`src/rtl/dmac_arb_pkg.sv`:
```
// rtl/dmac_arb_pkg.sv - shared types and defaults for the DMA request arbiter
package dmac_arb_pkg;

  localparam int DMAC_N_CH = 2;

  typedef enum logic [1:0] {
    ST_IDLE   = 2'd0,
    ST_GRANT  = 2'd1,
    ST_ACTIVE = 2'd2,
    ST_ACK    = 2'd3
  } arb_state_t;

endpackage

```
`src/rtl/dmac_rr_picker.sv`:
```
// rtl/dmac_rr_picker.sv - combinational rotate-priority pick starting after the last grant
module dmac_rr_picker #(
  parameter int N_CH = 2,
  parameter int CH_W = $clog2(N_CH)
) (
  input  logic [N_CH-1:0] i_eligible,
  input  logic [CH_W-1:0] i_last_grant,
  output logic            o_grant_valid,
  output logic [CH_W-1:0] o_grant_idx
);

  // Scan from farthest to nearest so the nearest eligible channel after last_grant wins
  always_comb begin
    o_grant_valid = 1'b0;
    o_grant_idx   = '0;
    for (int k = N_CH; k >= 1; k--) begin
      if (i_eligible[(int'(i_last_grant) + k) % N_CH]) begin
        o_grant_valid = 1'b1;
        o_grant_idx   = CH_W'((int'(i_last_grant) + k) % N_CH);
      end
    end
  end

endmodule

```
`src/rtl/dmac_req_arbiter.sv`:
```
// rtl/dmac_req_arbiter.sv - round-robin DMA request arbiter with ack handshake and irq status
module dmac_req_arbiter
  import dmac_arb_pkg::*;
#(
  parameter int N_CH = DMAC_N_CH,
  parameter int CH_W = $clog2(N_CH)
) (
  input  logic            i_clk,
  input  logic            i_rst_n,
  input  logic            i_dmac_en,
  input  logic [N_CH-1:0] i_dma_req,
  input  logic [N_CH-1:0] i_ch_cfg_valid,
  input  logic [N_CH-1:0] i_ch_irq,
  input  logic [N_CH-1:0] i_irq_clr,
  output logic [N_CH-1:0] o_channel_en,
  output logic [N_CH-1:0] o_dma_ack,
  output logic [CH_W-1:0] o_active_ch,
  output logic            o_busy,
  output logic [N_CH-1:0] o_irq_status,
  output logic            o_irq
);

  localparam logic [N_CH-1:0] L_ONE = {{(N_CH-1){1'b0}}, 1'b1};

  arb_state_t      r_state;
  logic [CH_W-1:0] r_sel;
  logic [CH_W-1:0] r_last_grant;
  logic [N_CH-1:0] r_channel_en;
  logic [N_CH-1:0] r_dma_ack;
  logic [CH_W-1:0] r_active_ch;
  logic            r_busy;
  logic [N_CH-1:0] r_irq_status;
  logic            r_irq;

  logic [N_CH-1:0] w_eligible;
  logic            w_grant_valid;
  logic [CH_W-1:0] w_grant_idx;
  logic [N_CH-1:0] w_grant_onehot;
  logic [N_CH-1:0] w_sel_onehot;
  logic            w_done;
  logic [N_CH-1:0] w_irq_set;
  logic [N_CH-1:0] w_irq_status_nxt;

  // Config valid only matters here, so it is effectively sampled in IDLE
  assign w_eligible     = i_dmac_en ? (i_dma_req & i_ch_cfg_valid) : '0;
  assign w_grant_onehot = L_ONE << w_grant_idx;
  assign w_sel_onehot   = L_ONE << r_sel;

  // Only the owning channel's completion counts; other channels' irq lines are ignored
  assign w_done           = (r_state == ST_ACTIVE) && i_ch_irq[r_sel];
  assign w_irq_set        = w_done ? w_sel_onehot : '0;
  assign w_irq_status_nxt = (r_irq_status & ~i_irq_clr) | w_irq_set;

  dmac_rr_picker #(
    .N_CH (N_CH),
    .CH_W (CH_W)
  ) u_picker (
    .i_eligible    (w_eligible),
    .i_last_grant  (r_last_grant),
    .o_grant_valid (w_grant_valid),
    .o_grant_idx   (w_grant_idx)
  );

  // Arbitration FSM with all handshake outputs registered on the state transitions
  always_ff @(posedge i_clk or negedge i_rst_n) begin
    if (!i_rst_n) begin
      r_state      <= ST_IDLE;
      r_sel        <= '0;
      r_last_grant <= CH_W'(N_CH - 1);
      r_channel_en <= '0;
      r_dma_ack    <= '0;
      r_active_ch  <= '0;
      r_busy       <= 1'b0;
    end else begin
      case (r_state)
        ST_IDLE: begin
          r_channel_en <= '0;
          r_dma_ack    <= '0;
          if (w_grant_valid) begin
            r_sel        <= w_grant_idx;
            r_active_ch  <= w_grant_idx;
            r_channel_en <= w_grant_onehot;
            r_busy       <= 1'b1;
            r_state      <= ST_GRANT;
          end else begin
            r_active_ch <= '0;
            r_busy      <= 1'b0;
          end
        end
        ST_GRANT: begin
          r_channel_en <= '0;
          r_state      <= ST_ACTIVE;
        end
        ST_ACTIVE: begin
          if (w_done) begin
            r_dma_ack <= w_sel_onehot;
            r_state   <= ST_ACK;
          end
        end
        ST_ACK: begin
          if (!i_dma_req[r_sel]) begin
            r_dma_ack    <= '0;
            r_active_ch  <= '0;
            r_busy       <= 1'b0;
            r_last_grant <= r_sel;
            r_state      <= ST_IDLE;
          end
        end
        default: begin
          r_channel_en <= '0;
          r_dma_ack    <= '0;
          r_active_ch  <= '0;
          r_busy       <= 1'b0;
          r_state      <= ST_IDLE;
        end
      endcase
    end
  end

  // Sticky completion flags; a set in the same cycle as a clear keeps the bit
  always_ff @(posedge i_clk or negedge i_rst_n) begin
    if (!i_rst_n) begin
      r_irq_status <= '0;
      r_irq        <= 1'b0;
    end else begin
      r_irq_status <= w_irq_status_nxt;
      r_irq        <= |w_irq_status_nxt;
    end
  end

  assign o_channel_en = r_channel_en;
  assign o_dma_ack    = r_dma_ack;
  assign o_active_ch  = r_active_ch;
  assign o_busy       = r_busy;
  assign o_irq_status = r_irq_status;
  assign o_irq        = r_irq;

endmodule

```
`config.mk`:
```
export PLATFORM = sky130hd
export DESIGN_NAME = dmac_req_arbiter
export DESIGN_NICKNAME = d
export VERILOG_FILES = /design/src/rtl/dmac_arb_pkg.sv /design/src/rtl/dmac_rr_picker.sv /design/src/rtl/dmac_req_arbiter.sv
export SDC_FILE = /design/constraint.sdc
export NUM_CORES = 1
export LEC_CHECK = 0
export CAP_MARGIN = 30
export CORE_MARGIN = 3
export CORE_UTILIZATION = 44
export DETAILED_ROUTE_END_ITERATION = 10
export PLACE_DENSITY = 0.76
export SLEW_MARGIN = 10
export SYNTH_ARGS = -nofsm -noshare
export SYNTH_HDL_FRONTEND = slang
export SYNTH_SLANG_ARGS = --single-unit
export TNS_END_PERCENT = 100
```
`constraint.sdc`:
```
create_clock -name i_clk -period 1.8 [get_ports i_clk]
set_input_delay 0.36 -clock i_clk [delete_from_list [all_inputs] [get_ports i_clk]]
set_output_delay 0.36 -clock i_clk [all_outputs]
set_load 0.02 [all_outputs]
```
Word level (Yosys, flattened, before mapping)
Cells that the tools add are included.

Register bits after elaboration: 13. Output and inout port bits: 9. Logic and storage cells: 69. Input port bits: 11.

Bitwise operators: 7. Add/sub/neg operators: 2. Reduce and logical (&&, ||, !) cells: 11. Magnitude comparators: 3. Equality and inequality tests: 6. Shifts and indexed selects: 2. Multiplexer cells: 29.

Operators with widths (count): $mux 1 (17); $mux 2 (7); $pmux 2 s4 (1); $lt 2x3->1 const B (2); $pmux 2 s3 (1); $reduce_and 2->1 (3); $reduce_and 3->1 (2); $and 2x2->2 (2); $eq 2x2->1 const B (2); $ne 2x2->1 const B (2); $pmux 1 s2 (2); $pmux 2 s2 (1); $reduce_bool 2->1 (2); $shl 1x1->2 const A (2); $reduce_bool 3->1 (1); $add 1x1->1 const B (2); $and 1x1->1 const A (2); $eq 2x1->1 const B (1); $logic_not 2->1 (1); $lt 1x2->1 const B (1); $ne 2x1->1 const B (1); $not 2->2 (1); $or 2x2->2 (1); $reduce_or 2->1 (1); other kinds (2) (2).

Logic depth before layout (Yosys ltp)
Depth in word-level cells: 10. Depth in mapped cells: 5. Gate-level depth less buffers: 5.

Cells and area by module
A second synthesis with hierarchy kept.

Cell total of the unflattened synthesis: 70. Area total of the unflattened synthesis: 723.2 sq um.

Modules (own cells, without submodules): dmac_req_arbiter (sequential area each 326.6 sq um, area each 709.4 sq um, cells an instance 68, times used 1); dmac_rr_picker (sequential area each 0.0 sq um, area each 13.8 sq um, cells an instance 2, times used 1).

Worst setup path before layout
No wires, ideal clock.

Kind: flip-flop to flip-flop. From: register r_state[0]. To: register r_state[1]. Required time: 1.675 ns. Slack: 0.281 ns. Clock period less this slack: 1.519 ns. Arrival: 1.394 ns. Buffers on the path: 0. Stages on the path, launching flop included: 6. Library setup time: 0.125 ns. Path through: dfrtp_1 inv_1 ha_1 and2_1 a211o_1 mux2_4.

Word-level cells in the longest chain between the ends: 4.

RTL lines: from (decl) (RTL line dmac_req_arbiter.sv:25) `arb_state_t r_state;`; from (signal assigned) (RTL line dmac_req_arbiter.sv:67) `r_state <= ST_IDLE;`; from (signal assigned) (RTL line dmac_req_arbiter.sv:84) `r_state <= ST_GRANT;`; from (signal assigned) (RTL line dmac_req_arbiter.sv:92) `r_state <= ST_ACTIVE;`; $eq 2x2->1 (RTL line dmac_req_arbiter.sv:50, dmac_req_arbiter.sv:75); $logic_and 1x1->1 (RTL line dmac_req_arbiter.sv:50) `assign w_done = (r_state == ST_ACTIVE) && i_ch_irq[r_sel];`; $ne 2x2->1 (no source line); $reduce_and 3->1 (no source line).

Several ways; a longest one is shown, not always the timed one. A chain may end at the register's enable or synchronous reset.

Worst setup path after layout
Ends and elaborated chain as after synthesis.

==> flow_summary.json <==
{
  "clk_pin_slew_ns": 0.09,
  "yosysTopAreaCell": "dfrtp_1",
  "hp-class": "in2async",
  "clockBufferDepth": 2,
  "power_density_nw_per_um2": 1580,
  "grt_max_degree": 14,
  "antenna_found_initial": 0,
  "crit_slowest_cell": "dfrtp_1",
  "ys_async_sr_fraction": 1.00,
  "cp.arrival_ns": 1.79,
  "synth_flop_cell": "dfrtp_1",
  "cp_top_family": "flip-flops",
  "fin_tns_setup_ns": 0,
  "report.final.slew_viol_count": 0,
  "cp-end-kind": "flop",
  "critPathMaxFanout": 4,
  "yosys-top-cells-count": "12 x dfrtp_1, 7 x inv_1, 6 x o21ai_0",
  "fill_cells": 103,
  "relSlewSlack": 0.616,
  "hold_violations": 0,
  "min_period_ns": 1.62,
  "antenna_cells": 0,
  "power_switching_mw": 0.576,
  "io_buffers": 19,
  "fin_nets": 109,
  "syn2layout_area_growth_pct": 42.7,
  "setup_viol": 0,
  "grt_pass1_wl_mm": 2.29,
  "synth_area_leaders": "dfrtp_1 46%, ha_1 9.5%, mux2i_1 6.1%",
  "drcViolationCount": 0,
  "pre_cts_slack_ns": -0.0823,
  "multi_input_area_um2": 307,
  "pwr-share-clk": 0.125,
  "crit_type": "reg2reg",
  "fin_util": 0.697,
  "post-dp-hpwl_mm": 1.10,
  "drt_first_pass_iters": 4,
  "drt_iter0_markers": 5,
  "power.share.sequential": 0.343,
  "core_um2": 1350,
  "detail-route-antenna-nets": 0,
  "drt-total-wl_mm": 1.40,
  "wl_per_cell_um": 13.1,
  "finClkSkew_ns": 0.00300,
  "clk_latency_ns": 0.28,
  "start_kind": "flop",
  "fin_crit_sh": 0.901,
  "root_buffer": "clkbuf_4",
  "postLayoutSetupSlackWorst_ns": 0.178,
  "worstMarginPinSlew_ns": 0.574,
  "crit_chain": "inv_1 > ha_1 > and2_1 > a211o_1 > mux2_4",
  "gp_congestion": 0.795,
  "synth_top_area_share": 0.455,
  "ctsHoldBuffers": 0,
  "vias_per_cell": 5.21,
  "dieWidth_um": 44.7,
  "synth_most_common_cell": "dfrtp_1",
  "synth_nets": 79,
  "synth_edf_count": 0,
  "die_h_um": 44.7,
  "swShare": 0.388,
  "critPathRequiredTime_ns": 1.97,
  "final_layout_size_suffix_gt1_frac": 0.141,
  "num_vias": 558,
  "regArea_um2": 327,
  "synthesis.area_um2": 659,
  "overflow": 0,
  "gr-usage-all-layers": 0.160,
  "yosys_warnings": 0,
  "pin_count": 20,
  "ir_drop_v": 0.000855,
  "clock_sinks": 13,
  "combinationalPowerShare": 0.532,
  "status": "complete, no violations",
  "fmax_ghz": 0.617,
  "htreeDepth": 1,
  "cts_tree": "done",
  "rsz0062_at_grt": "false",
  "synth_cell_types": 22,
  "worst_hold_slack_ns": 0.440,
  "numCtsBuffers": 3,
  "seq_area_frac_synth": 0.495,
  "row_count": 13,
  "start_util": 0.488,
  "max_stage_delay_ns": 0.40,
  "p_int_mw": 0.909,
  "ys_seq_elements": 13,
  "grt_pass1_vias": 536,
  "netlist_instances": 63,
  "avgSynthCellArea_um2": 10.5,
  "cts_setup_buffers": 0,
  "crit_buf_inv": 1,
  "die-area_um2": 2000,
  "power_leakage_nw": 0.437,
  "cts_resized": 0,
  "maxCapViolations": 0
}
==> placed cells by master (no fill, tap or decap), drive strengths merged, types with 2 or more instances in the layout <==
master         instances
inv                    7
buf                    6
clkdlybuf4s50         19
nand2                  3
a22o                   2
nor2                   5
o22ai                  2
o31ai                  2
and2                   2
dfrtp                 12
mux2i                  4
clkbuf                 3
nand3                  3
o21ai                  6
ha                     5
==> sequential cells by signal, summed over array words and instances, names as in the netlist <==
name / count
r_last_grant: 1
o_active_ch: 1
o_irq_status: 2
o_busy: 1
o_irq: 1
r_sel: 1
o_channel_en: 2
o_dma_ack: 2
r_state: 2
==> power groups by stage <==
stage                     logic (mW)  registers (mW)  clock network (mW)
after global placement         0.786           0.510                   0
after detailed placement       0.797           0.515                   0
final                          0.790           0.509               0.186
after global routing           0.863           0.524               0.203
after floorplan                0.406           0.590                   0
after CTS                      0.799           0.510               0.191
==> stage by stage <==
step                power (mW)  std cells  instance area, um2
floorplan                0.997         63                 659
global placement          1.30        103                 913
detailed placement        1.31        103                 913
CTS                       1.50        107                 941
global route              1.59        107                 941
finish                    1.49        107                 941
==> final timing paths <==
kind                               from            to  slack (ns)  cells past startpoint
max                          r_state[0]    r_state[1]        0.18                      5
min                             i_rst_n         r_sel        0.44                      1
max reg2reg                  r_state[0]    r_state[1]        0.18                      5
min reg2reg                r_last_grant  r_last_grant        0.48                      2
max in group asynchronous       i_rst_n    r_state[0]        0.98                      1
min in group i_clk         r_last_grant  r_last_grant        0.48                      2
==> worst reg2reg max path: cells and delay by family, from the launching register on <==
family | cells | cell delay, ns
AOI/OAI and AO/OA | 1 | 0.30
adders and majority gates | 1 | 0.25
buffers and inverters | 1 | 0.10
DFF | 1 | 0.40
muxes | 1 | 0.30
and+or+nand+nor | 1 | 0.17
==> kinds of logic (layout without fill, tap and decap cells) <==
logic type / Yosys count / in the layout / share of synthesized area
mux: 5 / 5 / 0.0835
buf+inv: 7 / 36 / 0.0399
compound gates: 15 / 15 / 0.146
fa+ha+maj: 5 / 5 / 0.0949
flops: 13 / 13 / 0.495
simple gates: 18 / 18 / 0.140
==> layout make-up <==
type / count / area share
Timing Repair Buffer: 25 / 0.250
Sequential cell: 13 / 0.347
Clock inverter: 1 / 0.00532
Inverter: 7 / 0.0279
Tap cell: 15 / 0.0199
Clock buffer: 3 / 0.0239
Multi-Input combinational cell: 43 / 0.326
==> metal layers <==
metal  wire length (um)  vias up  global-route usage
li1                   -      277                   -
met1                609      258               0.199
met2                662       19               0.244
met3                 89        4              0.0398
met4                 38        0               0.108
met5                  0        -                   0
Note: power is estimated with default switching activity, not from simulation.
